<file path="config.mk">
export PLATFORM = sky130hd
export DESIGN_NAME = param_lifo_stack
export DESIGN_NICKNAME = d
export VERILOG_FILES = /design/src/rtl/stack_pkg.sv /design/src/rtl/stack_ram.sv /design/src/rtl/param_lifo_stack.sv
export SDC_FILE = /design/constraint.sdc
export NUM_CORES = 1
export LEC_CHECK = 0
export CORE_MARGIN = 2
export CORE_UTILIZATION = 50
export DETAILED_ROUTE_END_ITERATION = 6
export GPL_TIMING_DRIVEN = 0
export PLACE_DENSITY = 0.66
export SLEW_MARGIN = 20
export SYNTH_ARGS = -nofsm -noshare
export SYNTH_HDL_FRONTEND = slang
export SYNTH_SLANG_ARGS = --single-unit
</file>
<file path="constraint.sdc">
create_clock -name clk -period 3.6 [get_ports clk]
set_input_delay 0.72 -clock clk [delete_from_list [all_inputs] [get_ports clk]]
set_output_delay 0.72 -clock clk [all_outputs]
set_load 0.005 [all_outputs]
</file>
<file path="src/rtl/stack_pkg.sv">
// rtl/stack_pkg.sv - shared op encoding for the LIFO stack
package stack_pkg;

  localparam logic [1:0] OP_IDLE = 2'b00;
  localparam logic [1:0] OP_POP  = 2'b01;
  localparam logic [1:0] OP_PUSH = 2'b10;
  localparam logic [1:0] OP_REPL = 2'b11;

endpackage

</file>
<file path="src/rtl/stack_ram.sv">
// rtl/stack_ram.sv - stack storage: one synchronous write port, one asynchronous read port, no reset
module stack_ram #(
  parameter int WIDTH = 2,
  parameter int DEPTH = 256,
  localparam int AW = (DEPTH > 1) ? $clog2(DEPTH) : 1
) (
  input  logic             clk,
  input  logic             we,
  input  logic [AW-1:0]    waddr,
  input  logic [WIDTH-1:0] wdata,
  input  logic [AW-1:0]    raddr,
  output logic [WIDTH-1:0] rdata
);

  logic [WIDTH-1:0] mem_q [DEPTH];

  always_ff @(posedge clk) begin
    if (we) mem_q[waddr] <= wdata;
  end

  assign rdata = mem_q[raddr];

endmodule

</file>
<file path="src/rtl/param_lifo_stack.sv">
// rtl/param_lifo_stack.sv - parametrised LIFO with registered top peek, replace-top op and sticky error flags
module param_lifo_stack
  import stack_pkg::*;
#(
  parameter int WIDTH = 2,
  parameter int DEPTH = 256,
  localparam int CNT_W = $clog2(DEPTH + 1)
) (
  input  logic             clk,
  input  logic             rst,
  input  logic             push,
  input  logic             pop,
  input  logic [WIDTH-1:0] data_in,
  input  logic             clr_err,
  output logic [WIDTH-1:0] data_out,
  output logic             out_valid,
  output logic [WIDTH-1:0] top,
  output logic [CNT_W-1:0] count,
  output logic             empty,
  output logic             full,
  output logic             overflow,
  output logic             underflow
);

  localparam int AW = $clog2(DEPTH);

  logic [CNT_W-1:0] count_q, count_d;
  logic [WIDTH-1:0] top_q, top_d;
  logic [WIDTH-1:0] data_out_q, data_out_d;
  logic             out_valid_q, out_valid_d;
  logic             overflow_q, overflow_d;
  logic             underflow_q, underflow_d;

  logic             ram_we;
  logic [AW-1:0]    ram_waddr;
  logic [AW-1:0]    ram_raddr;
  logic [WIDTH-1:0] ram_rdata;
  logic             is_empty, is_full;

  assign is_empty = (count_q == '0);
  assign is_full  = (count_q == CNT_W'(DEPTH));

  // Slot indices always fit in AW bits because the guards keep count below
  // DEPTH on push and at least 1 (or 2) where an offset is subtracted.
  assign ram_raddr = count_q[AW-1:0] - AW'(2);

  stack_ram #(
    .WIDTH(WIDTH),
    .DEPTH(DEPTH)
  ) u_ram (
    .clk  (clk),
    .we   (ram_we),
    .waddr(ram_waddr),
    .wdata(data_in),
    .raddr(ram_raddr),
    .rdata(ram_rdata)
  );

  always_comb begin
    count_d     = count_q;
    top_d       = top_q;
    data_out_d  = data_out_q;
    out_valid_d = 1'b0;
    overflow_d  = overflow_q & ~clr_err;
    underflow_d = underflow_q & ~clr_err;
    ram_we      = 1'b0;
    ram_waddr   = count_q[AW-1:0];
    case ({push, pop})
      OP_PUSH: begin
        if (!is_full) begin
          ram_we  = 1'b1;
          count_d = count_q + CNT_W'(1);
          top_d   = data_in;
        end else begin
          overflow_d = 1'b1;
        end
      end
      OP_POP: begin
        if (!is_empty) begin
          data_out_d  = top_q;
          out_valid_d = 1'b1;
          count_d     = count_q - CNT_W'(1);
          top_d       = (count_q == CNT_W'(1)) ? '0 : ram_rdata;
        end else begin
          underflow_d = 1'b1;
        end
      end
      OP_REPL: begin
        out_valid_d = 1'b1;
        if (!is_empty) begin
          data_out_d = top_q;
          ram_we     = 1'b1;
          ram_waddr  = count_q[AW-1:0] - AW'(1);
          top_d      = data_in;
        end else begin
          data_out_d = data_in;
        end
      end
      default: ;
    endcase
  end

  always_ff @(posedge clk or posedge rst) begin
    if (rst) begin
      count_q     <= '0;
      top_q       <= '0;
      data_out_q  <= '0;
      out_valid_q <= 1'b0;
      overflow_q  <= 1'b0;
      underflow_q <= 1'b0;
    end else begin
      count_q     <= count_d;
      top_q       <= top_d;
      data_out_q  <= data_out_d;
      out_valid_q <= out_valid_d;
      overflow_q  <= overflow_d;
      underflow_q <= underflow_d;
    end
  end

  assign data_out  = data_out_q;
  assign out_valid = out_valid_q;
  assign top       = top_q;
  assign count     = count_q;
  assign empty     = is_empty;
  assign full      = is_full;
  assign overflow  = overflow_q;
  assign underflow = underflow_q;

endmodule

</file>
# [Word level (Yosys, flattened, before mapping)]
# Memory sizes are Yosys's and may differ from the RTL's.
# Index checks and enable logic that the tools add are counted.
[op_classes] muxes=23 order_cmp=0 eq_ne=8 n_shift=0 n_div=0 n_mul=0 bitwise=3 reduce_logical=7 add_sub_neg=4
[ops] op="$mux W9" n=2
[ops] op="$pmux W9 S2" n=1
[ops] op="$mux W8" n=2
[ops] op="$mux W2" n=6
[ops] op="$add A9 B1 Y9 const B" n=1
[ops] op="$eq A9 B1 Y1 const B" n=1
[ops] op="$eq A9 B9 Y1 const B" n=1
[ops] op="$logic_not A9 Y1" n=1
[ops] op="$sub A9 B1 Y9 const B" n=1
[ops] op="$mux W1" n=8
[ops] op="$sub A8 B1 Y8 const B" n=1
[ops] op="$sub A8 B2 Y8 const B" n=1
[ops] op="$ne A2 B2 Y1 const B" n=3
[ops] op="$pmux W2 S3" n=1
[ops] op="$eq A2 B2 Y1 const B" n=2
[ops] op="$pmux W1 S2" n=2
[ops] op="$pmux W2 S2" n=1
[ops] op="$reduce_and A4 Y1" n=1
[ops] op="$reduce_bool A2 Y1" n=2
[ops] op="$reduce_and A3 Y1" n=1
[ops] op="$reduce_bool A3 Y1" n=1
[ops] op="$and A1 B1 Y1" n=2
[ops] op="$eq A2 B1 Y1 const B" n=1
[ops] op="$reduce_and A2 Y1" n=1
[ops] op="$not A1 Y1" n=1
[word_totals] output_inout_bits=18 word_cells=52 romBits=0 ramBits=512 latchBits=0 ff_bits=16 in_bits=7 mem_count=1
[mem_list] name="u_ram.mem_q" depth=256 word_bits=2 read_ports=1 rd_clocked_by_memory_dff=0 write_ports=1 line_no="stack_ram.sv:15" source="logic [WIDTH-1:0] mem_q [DEPTH];"

# [Longest topological paths before layout]
[depth] depth_word=5 depth_mapped=17 depth_no_buf=9

# [Hierarchy]
# From an unflattened synthesis, not the netlist that was laid out.
[hier_totals] hier_cells=1379 hier_area_um2=22628.0
[modules_own_cells] mod="stack_ram" cells_per_inst=1240 seq_area_each_um2=15374.7 n_inst=1 area_each_um2=21341.7
[modules_own_cells] mod="param_lifo_stack" cells_per_inst=139 seq_area_each_um2=400.4 n_inst=1 area_each_um2=1286.2

# [Worst setup path before layout]
# Ideal clock, no wire load.
[synth_timing] path_type="register to register" from="register count_q[1] (netlist: count[1])" to="register top_q[0] (netlist: top[0])" setup_ns=0.138 t_arrival_ns=3.708 path_buffers=7 period_less_slack_ns=3.845 setup_slack_ns=-0.245 required_ns=3.462 path_stages_with_launch=17 cell_sequence="dfrtp_1 > buf_4 > buf_4 > buf_4 > buf_2 > buf_2 > inv_1 > ha_1 > xor2_1 > buf_4 > buf_4 > mux4_2 > mux2_2 > a221oi_1 > o311ai_0 > a211oi_1 > o31ai_1"
[synth_via] elab_chain_len=5 word_cells_on_any_way=12 cone_classes="1 x add/sub; 5 x eq/ne; 3 x mux; 2 x reduce/logical; 1 x memory"
[synth_lines] element="from (decl)" line_no="param_lifo_stack.sv:27" source="logic [CNT_W-1:0] count_q, count_d;"
[synth_lines] element="from (signal assigned)" line_no="param_lifo_stack.sv:112" source="count_q <= count_d;"
[synth_lines] element="$sub A8 B2 Y8" line_no="param_lifo_stack.sv:45" source="assign ram_raddr = count_q[AW-1:0] - AW'(2);"
[synth_lines] element="$mem_v2 Z256 W2"
[synth_lines] element="$mux W2" line_no="param_lifo_stack.sv:83" source="top_d = (count_q == CNT_W'(1)) ? '0 : ram_rdata;"
[synth_lines] element="$mux W2" line_no="param_lifo_stack.sv:79" source="if (!is_empty) begin"
[synth_lines] element="$pmux W2 S3" line_no="param_lifo_stack.sv:68" source="case ({push, pop})"
[synth_lines] element="to (signal assigned)" line_no="param_lifo_stack.sv:113" source="top_q <= top_d;"
[synth_lines] element="to (decl)" line_no="param_lifo_stack.sv:28" source="logic [WIDTH-1:0] top_q, top_d;"
# Parallel ways exist; a longest one is shown, timed or not. The select of a mux whose other input is x is not followed.
# A chain may end at the register's enable or synchronous reset.

# [Worst setup path after layout]
[layout_timing] from="register count_q[0] (netlist: count[0])" to="memory u_ram.mem_q[49][0] (enable)"
[layout_via] elab_chain_len=5 word_cells_on_any_way=10 cone_classes="1 x add/sub; 1 x eq/ne; 7 x mux; 1 x reduce/logical"
[layout_lines] element="parallel branches: the longest is 5 deep, another holds $sub A8 B1 Y8"
[layout_lines] element="to (decl)" line_no="stack_ram.sv:15"
# Several ways; the timed one is not identified.

==> metrics.cfg <==
[detailed_routing]
via_per_inst=6.43
drt-total-wl_mm=68.8
top_layer_used=met4
avgRoutedWirePerCell_um=30.2
drtPass1Iterations=7
post-route-drc-count=0
via_count=14700
drt_iter0_markers=2241
wl_met3_mm=7.88
met2WireLength_mm=30.9
drtAntennaViolNets=0
wl_met1_mm=25.9

[synthesis]
async_flop_share=0.0303
ys_warn_count=0
syn_area_per_cell_um2=15.3
seq_area_frac_synth=0.687
yosysTopAreaCell=edfxtp_1
synth.area.top_cells=edfxtp_1, mux4_2, mux2i_1, nor2_1, dfrtp_1
synth_ff_type=edfxtp_1
ys_ff_latch=528
synthCells=1505
synth_nets=1519
netlist.area_leader.share=0.669
yosysUniqueCellTypes=74
synthTopCellsByCount=edfxtp_1, nor2_1, mux2i_1
post-synth-top-count-cell=edfxtp_1
synth_area_um2=23000
synth_edf_count=512

[hold_path]
min_from=data_in[0]
hold_path.class=input port to flop

[timing]
relSlewSlack=0.320
tightest_slew_ns=1.02
finalSetupViolCount=0
grt_setup_unrepaired=yes
period_needed_ns=3.58
drv_slew=0
fin_crit_sh=0.994
finClkSkew_ns=0.0175
fin_hold_ws_ns=0.410
timing.fmax_mhz=280
hold_viol=0

[critical_path]
crit_path_max_fanout=11
startpoint=count[0]
crit_path_cell_trace=buf_6 > inv_8 > buf_12 > ha_4 > inv_1 > o41a_1 > buf_6 > nor2_2 > a21oi_4 > o21ai_4 > buf_12 > nand3_2 > buf_6 > nor2_1
critPathBufInv=7
crit_path_start_kind=flop
reg2reg_slack_ns=0.02
path_delay_family=buffers and inverters
worstSetupEndpointType=flop
critical_path_class=flop to flop
worst_path_most_repeated_cell=buf_6
arrival_ns=3.88
cp.required_ns=3.91
slowest_delay_ns=0.52
cp_slowest_cell=dfrtp_2
crit-reg2reg-launch=count[0]

[final_layout]
final_area_um2=27200
synthToLayoutAreaGrowth_pct=18.2
stdcell_count=2280
multi_input_area_um2=7230
drive_gt1_frac=0.266
utilization=0.598
num-fill-cells=3444
regArea_um2=15800
nNetsFinal=1648

[clock_network]
cts.clk_slew.worst_paths_ns=0.06
cts_sinks=528
cts_buffers=53
htreeDepth=2
ctsRootBufferMaster=clkbuf_16
cts_tree=built
insertion_delay_ns=0.62
cts_buffer_depth=3

[power]
p_int_w=0.0143
swShare=0.403
vdd_drop_max_mv=0.474
seqPwrFrac=0.292
pwr_density_cell_nw_per_um2=881
power.net_switching_w=0.00963
p_comb_frac=0.479
leakage_nw=8.70
pwr-share-clk=0.229

[floorplan]
num_io_pins=25
die_w_um=218
start_util=0.506
dieHeight_um=218
core_um2=45400
die-area_um2=47700
placementRows=78

[place]
place_inst=2131
io_buffers=23
hpwl_mm=44.0
placed_area_um2=24100
routabilityCongestion=0.960

[global_route]
grt_pass1_wl_mm=99.0
overflow=0
grt_pass1_vias=14600
grt_use_total=0.294
antenna_found_initial=1
grt_max_degree=140

[flow_run]
maxCapViolCount=0

[run_status]
status=finished, final reports clean

[final cells by class]
class                           instances  share of cell area
Clock inverter                         36              0.0120
Tap cell                              600              0.0276
Sequential cell                       528               0.581
Timing Repair Buffer                   77              0.0303
Inverter                               11             0.00194
Multi-Input combinational cell        862               0.266
Buffer                                101              0.0305
Clock buffer                           64              0.0504
Antenna cell                            1           0.0000921
[per-stage QoR]
step | setup WS, ns | total power (W) | TNS, ns
2_1_floorplan | -0.0158 | 0.0124 | -0.280
3_3_place_gp | -5.04 | 0.0162 | -3254.22
3_5_place_dp | -2.13 | 0.0161 | -702.91
4_1_cts | 0.00973 | 0.0233 | 0
5_1_grt | -0.0777 | 0.0244 | -1.64
6_report | 0.0229 | 0.0239 | 0
[logic make-up after synthesis]
logic type / share of synthesized area
buf+inv: 0.0266
xor+xnor: 0.00686
flops: 0.687
compound gates: 0.0472
simple gates: 0.0908
mux: 0.138
fa+ha+maj: 0.00381
[flip-flops by register name, indices dropped and copies added (netlist names)]
name	flops
count	9
data_out	2
out_valid	1
overflow	1
top	2
u_ram.mem_q	512
underflow	1
[power groups by stage]
stage	registers (W)	clock network, W	logic [W]
global placement	0.00717	0	0.00900
CTS	0.00698	0.00548	0.0109
global route	0.00700	0.00572	0.0117
finish	0.00699	0.00547	0.0115
detailed placement	0.00711	0	0.00902
floorplan	0.00708	0	0.00532
[cell usage in the layout (no fill, tap or decap), types with 5 or more instances in the layout]
cell	instances
buf_6	17
a221oi_1	9
clkdlybuf4s50_1	20
edfxtp_1	512
clkbuf_16	53
a21oi_1	18
buf_4	71
clkbuf_2	9
nor2_1	257
bufinv_16	5
o21ai_0	8
inv_1	7
nand2_1	68
buf_2	19
xnor2_1	11
o211ai_1	7
o21ai_4	5
buf_16	5
nand3_2	14
clkbuf_1	20
mux2_4	6
a22oi_1	21
mux4_2	80
nor2_2	28
mux2i_1	120
nand4_1	9
a31oi_1	5
mux2_2	5
clkbuf_4	8
nand3_1	40
dfrtp_1	14
clkinv_2	13
nand2_2	13
and2_1	6
buf_12	15
nor2b_1	6
clkinv_1	13
[what timing repair did]
item,4_1_cts,5_1_grt
cloned,1,0
pin swaps,22,10
endpoints found under the hold margin,0,0
hold buffers,0,0
setup buffers,44,7
gates resized for setup,181,68
endpoints found under the setup margin,527,436
[per-layer routing]
metal  up-vias  GRT usage
met1      7419      0.396
li1       6065          -
met2       978      0.447
met5         -          0
met4         0      0.159
met3       208     0.0657
[worst register-to-register path, cell delays in order, from the launching register on]
cell and delay, ns:
dfrtp_2 0.52, buf_6 0.23, inv_8 0.17, buf_12 0.21, ha_4 0.16, inv_1 0.09, o41a_1 0.47, buf_6 0.17
nor2_2 0.15, a21oi_4 0.07, o21ai_4 0.18, buf_12 0.15, nand3_2 0.22, buf_6 0.26, nor2_1 0.22
[worst paths after layout]
path	end	cells past startpoint
worst max-delay path	u_ram.mem_q[49][0]	14
max in group asynchronous	count[1]	2
worst min-delay path	u_ram.mem_q[166][0]	1
min in group asynchronous	data_out[0]	2
worst min register to register	underflow	1
worst max register to register	u_ram.mem_q[49][0]	14
Note: power is estimated with default switching activity, not from simulation.
